File: src/rtl/div_seq_ctrl.sv
// Sequencing controller for the EX-stage divide/modulo datapath: issues operands to the
// external divider cores, captures the selected quotient/remainder and swallows killed results.
module div_seq_ctrl (
    input  logic        clk,
    input  logic        resetn,
    input  logic        req_valid,
    input  logic [1:0]  req_op,
    input  logic [31:0] req_src1,
    input  logic [31:0] req_src2,
    output logic        req_ready,
    input  logic        flush,
    output logic        res_valid,
    output logic [31:0] res_data,
    input  logic        res_ack,
    output logic        busy,
    output logic        dvd_tvalid,
    input  logic        dvd_tready,
    output logic        dvs_tvalid,
    input  logic        dvs_tready,
    output logic [31:0] dvd_tdata,
    output logic [31:0] dvs_tdata,
    output logic        div_unsigned,
    input  logic        dout_tvalid,
    input  logic [63:0] dout_tdata
);

    typedef enum logic [2:0] {
        S_IDLE  = 3'd0,
        S_ISSUE = 3'd1,
        S_WAIT  = 3'd2,
        S_DONE  = 3'd3,
        S_DRAIN = 3'd4
    } state_t;

    state_t      state_q, state_d;
    logic [31:0] src1_q, src1_d;
    logic [31:0] src2_q, src2_d;
    logic [31:0] res_q, res_d;
    logic [1:0]  op_q, op_d;
    logic        dvd_done_q, dvd_done_d;
    logic        dvs_done_q, dvs_done_d;
    logic        kill_q, kill_d;

    // State and datapath registers
    always_ff @(posedge clk) begin
        if (!resetn) begin
            state_q    <= S_IDLE;
            src1_q     <= 32'd0;
            src2_q     <= 32'd0;
            res_q      <= 32'd0;
            op_q       <= 2'd0;
            dvd_done_q <= 1'b0;
            dvs_done_q <= 1'b0;
            kill_q     <= 1'b0;
        end else begin
            state_q    <= state_d;
            src1_q     <= src1_d;
            src2_q     <= src2_d;
            res_q      <= res_d;
            op_q       <= op_d;
            dvd_done_q <= dvd_done_d;
            dvs_done_q <= dvs_done_d;
            kill_q     <= kill_d;
        end
    end

    // Next-state and register update logic
    always_comb begin
        state_d    = state_q;
        src1_d     = src1_q;
        src2_d     = src2_q;
        res_d      = res_q;
        op_d       = op_q;
        dvd_done_d = dvd_done_q;
        dvs_done_d = dvs_done_q;
        kill_d     = kill_q;
        case (state_q)
            S_IDLE: begin
                if (req_valid && !flush) begin
                    src1_d     = req_src1;
                    src2_d     = req_src2;
                    op_d       = req_op;
                    dvd_done_d = 1'b0;
                    dvs_done_d = 1'b0;
                    kill_d     = 1'b0;
                    state_d    = S_ISSUE;
                end else begin
                    state_d = S_IDLE;
                end
            end
            S_ISSUE: begin
                // A flush cannot withdraw an offered operand, so it only marks the result for discard.
                dvd_done_d = dvd_done_q | (dvd_tvalid & dvd_tready);
                dvs_done_d = dvs_done_q | (dvs_tvalid & dvs_tready);
                kill_d     = kill_q | flush;
                if (dvd_done_d && dvs_done_d) begin
                    state_d = kill_d ? S_DRAIN : S_WAIT;
                end else begin
                    state_d = S_ISSUE;
                end
            end
            S_WAIT: begin
                if (flush) begin
                    state_d = dout_tvalid ? S_IDLE : S_DRAIN;
                end else if (dout_tvalid) begin
                    res_d   = op_q[0] ? dout_tdata[31:0] : dout_tdata[63:32];
                    state_d = S_DONE;
                end else begin
                    state_d = S_WAIT;
                end
            end
            S_DONE: begin
                if (res_ack || flush) begin
                    state_d = S_IDLE;
                end else begin
                    state_d = S_DONE;
                end
            end
            S_DRAIN: begin
                if (dout_tvalid) begin
                    state_d = S_IDLE;
                end else begin
                    state_d = S_DRAIN;
                end
            end
            default: begin
                state_d = S_IDLE;
            end
        endcase
    end

    assign req_ready    = (state_q == S_IDLE);
    assign busy         = (state_q != S_IDLE);
    assign res_valid    = (state_q == S_DONE);
    assign res_data     = res_q;
    assign dvd_tvalid   = (state_q == S_ISSUE) && !dvd_done_q;
    assign dvs_tvalid   = (state_q == S_ISSUE) && !dvs_done_q;
    assign dvd_tdata    = src1_q;
    assign dvs_tdata    = src2_q;
    assign div_unsigned = busy & op_q[1];

endmodule

File: config.mk
export PLATFORM = sky130hd
export DESIGN_NAME = div_seq_ctrl
export DESIGN_NICKNAME = d
export VERILOG_FILES = /design/src/rtl/div_seq_ctrl.sv
export SDC_FILE = /design/constraint.sdc
export NUM_CORES = 1
export LEC_CHECK = 0
export BUFFER_PORTS_ARGS = -buffer_cell sky130_fd_sc_hd__buf_2
export CAP_MARGIN = 20
export CORE_UTILIZATION = 45
export DETAILED_ROUTE_END_ITERATION = 16
export PLACE_DENSITY_LB_ADDON = 0.25
export SYNTH_ARGS = -nofsm -noshare
export SYNTH_HDL_FRONTEND = slang
export SYNTH_SLANG_ARGS = --single-unit
File: constraint.sdc
create_clock -name clk -period 1.6 [get_ports clk]
set_clock_uncertainty 0.05 [all_clocks]
set_input_delay 0.24 -clock clk [delete_from_list [all_inputs] [get_ports clk]]
set_output_delay 0.24 -clock clk [all_outputs]
set_load 0.01 [all_outputs]
==> results.sh <==
export IMPL_ys_seq_area_frac=0.4568
export IMPL_rows=36
export IMPL_vias=4506
export IMPL_num_nets_final=846
export IMPL_clockBufferDepth=2
export IMPL_grt_pass1_vias=4142
export IMPL_rrSetupSlack_ns=0.05
export IMPL_hold_buffers=0
export IMPL_hp_class="in -> reg"
export IMPL_overflow=0
export IMPL_post_synth_most_frequent_cells="dfxtp_1 (104), nand3_1 (98), o21ai_0 (68)"
export IMPL_synth_cell_types=30
export IMPL_drc=0
export IMPL_setup_ws_ns=-0.04411
export IMPL_synth_area_top_cells="dfxtp_1 (46%), nand3_1 (11%), a21boi_0 (9.4%)"
export IMPL_dp_slack_ns=0.06686
export IMPL_start_kind="flip-flop"
export IMPL_synthXorXnorAreaFrac=0
export IMPL_post_drt_wl_per_cell_um=14.74
export IMPL_synth_fp_nets=630
export IMPL_yosysMostFrequentCell="dfxtp_1"
export IMPL_p_leak_nw=3.125
export IMPL_syn_area_per_cell_um2=9.264
export IMPL_drtPass1Iterations=4
export IMPL_maxCapViolations=0
export IMPL_antenna_left=0
export IMPL_tns_ns=-0.04411
export IMPL_synth_top_family_by_area="compound AO/OA/AOI/OAI gates"
export IMPL_synth_top_area_share=0.4568
export IMPL_cp_startpoint="state_q[0]$_SDFF_PN0_"
export IMPL_synth_seq_cells=104
export IMPL_gp_congestion=0.7612
export IMPL_hold_viol=0
export IMPL_synth_top_area_cell="dfxtp_1"
export IMPL_grtUsageTotal=0.2211
export IMPL_antenna_found_initial=1
export IMPL_drv_slew=0
export IMPL_r2r_cells=5
export IMPL_cp_data_required_time_ns=1.31
export IMPL_path_class="reg -> out"
export IMPL_wirelength_um=12490
export IMPL_die_width_um=102.6
export IMPL_area_growth_synth_to_final_pct=35.90
export IMPL_min_period_over_period=1.028
export IMPL_synthFlopType="dfxtp_1"
export IMPL_syn_inst=492
export IMPL_yosys_area_share_adder=0
export IMPL_numCtsBuffers=9
export IMPL_crit_path_max_fanout=4
export IMPL_worstPathArrival_ns=1.35
export IMPL_synth_compound_area_share=0.2685
export IMPL_synth_edf_count=0
export IMPL_initialDrtViolationCount=161
export IMPL_status="finished with violations"
export IMPL_synthArstFlopShare=0
export IMPL_fmax_mhz=608.2
export IMPL_worst_pin_slew_ns=0.3757
export IMPL_die_area_um2=10540
export IMPL_via_per_inst=5.320
export IMPL_fp_coreArea_um2=9774
export IMPL_rsz0062_at_grt="true"
export IMPL_clk_latency_ns=0.33
export IMPL_tritoncts="yes"
export IMPL_cts_sinks=104
export IMPL_fin_crit_ns=1.644
export IMPL_final_setup_viol_count=1
export IMPL_die_y_um=102.6
export IMPL_worst_r2r_endpoint="dvs_tdata[8]$_SDFFE_PN0P_"
export IMPL_grt_max_degree=103
export IMPL_end_kind="output port"
export IMPL_failed_checks="negative setup slack"
export IMPL_syn_area_um2=4558
export IMPL_dp_hpwl_um=8767
export IMPL_synth_mux_area_frac=0.07027
export IMPL_worstSetupEndpoint="div_unsigned"
export IMPL_io_pins=240
export IMPL_timing_slew_headroom=0.7495
export IMPL_grt_pass1_wl_um=18800
export IMPL_yosysWarnings=0
export IMPL_ir_worst_vdd_v=0.0006682
export IMPL_start_util=0.4663
export IMPL_cts_root_buf="clkbuf_8"
export IMPL_drive_gt1_frac=0.4081
export IMPL_power_density_nw_per_um2=844.5
export IMPL_synth_simple_area_share=0.1433
export IMPL_port_buffers=239
export IMPL_htreeDepth=3
export IMPL_r2r_start="state_q[0]$_SDFF_PN0_"
export IMPL_clk_pin_slew_ns=0.10
-- logic make-up (layout without fill, tap and decap cells) --
group | after synthesis | in the layout
other cells | 0 | 1
flops | 104 | 104
buf+inv | 58 | 279
compound gates | 176 | 176
mux | 32 | 32
simple gates | 122 | 122
-- state kept, by name (all words and copies together) (netlist names) --
name,flops
dvd_tdata,32
res_data,32
state_q,3
dvd_done_q,1
dvs_done_q,1
dvs_tdata,32
kill_q,1
op_q,2
-- cells in the final DEF, fill, tap and decap left out, types with 2 or more instances in the layout --
| master | instances |
|---|---|
| nor2b_1 | 2 |
| buf_12 | 8 |
| a21boi_1 | 10 |
| nor3b_4 | 2 |
| dfxtp_4 | 3 |
| and3b_1 | 2 |
| nor2_1 | 4 |
| o21ai_1 | 24 |
| o211a_1 | 32 |
| nand2_1 | 3 |
| dfxtp_1 | 100 |
| mux2i_1 | 32 |
| inv_6 | 2 |
| clkbuf_8 | 10 |
| nand3_1 | 98 |
| buf_4 | 13 |
| buf_6 | 4 |
| nand3b_1 | 2 |
| buf_2 | 237 |
| a21oi_1 | 4 |
| a21boi_0 | 57 |
| o21ai_0 | 45 |
-- stage by stage --
step                        util  area (um2)  hold slack [ns]  total power, W  instances
final                     0.6338        6195          0.08596        0.005232        847
after global routing      0.6335        6192          0.07257        0.005492        846
after CTS                 0.6298        6156          0.06622        0.005266        844
after detailed placement  0.6019        5883           0.4183        0.003593        823
after global placement    0.6019        5883           0.4080        0.003569        823
after floorplan                -        4558           0.3292        0.003206        492
-- cell type report --
class	instances	area [um2]
Timing Repair Buffer	262	1489
Tap cell	133	166.4
Clock buffer	11	141.4
Inverter	1	3.754
Antenna cell	1	2.502
Multi-Input combinational cell	330	2233
Clock inverter	5	63.81
Sequential cell	104	2095
Fill cell	886	3580
-- worst max-delay path, cell delays in order, from the launching register on --
cell and delay [ns]:
dfxtp_4 0.36, or3_4 0.40, and2_4 0.15, buf_6 0.11
-- worst min path at each step --
stage / start / end / slack, ns / cells after the start
4_1_cts: req_src2[14] / dvs_tdata[14]$_SDFFE_PN0P_ / 0.07 / 3
3_5_place_dp: dvs_tdata[23]$_SDFFE_PN0P_ / dvs_tdata[23]$_SDFFE_PN0P_ / 0.42 / 2
6_report: req_src2[14] / dvs_tdata[14]$_SDFFE_PN0P_ / 0.09 / 3
2_1_floorplan: flush / kill_q$_SDFFE_PN0P_ / 0.33 / 2
5_1_grt: req_src2[10] / dvs_tdata[10]$_SDFFE_PN0P_ / 0.07 / 3
3_3_place_gp: dvs_tdata[23]$_SDFFE_PN0P_ / dvs_tdata[23]$_SDFFE_PN0P_ / 0.41 / 2
-- where the power goes --
group	switching [W]	leakage, nW	internal, W
Combinational	0.000441	2.18	0.000393
Clock	0.000892	0.101	0.000783
Sequential	0.0000470	0.848	0.00268
-- routing by layer --
metal  track usage  up-vias  part of all wire
li1              -     2218                 -
met4       0.05385        0             0.012
met2        0.4144      171              0.51
met3       0.04203       12             0.062
met5             0        -                 0
met1        0.2573     2105              0.42
-- repair_timing --
action	CTS	global route
buffers inserted	5	2
hold endpoints to repair	0	0
gates resized for setup	10	27
endpoints found under the setup margin	5	34
pin swaps	2	0
(Power assumes the default switching activity.)
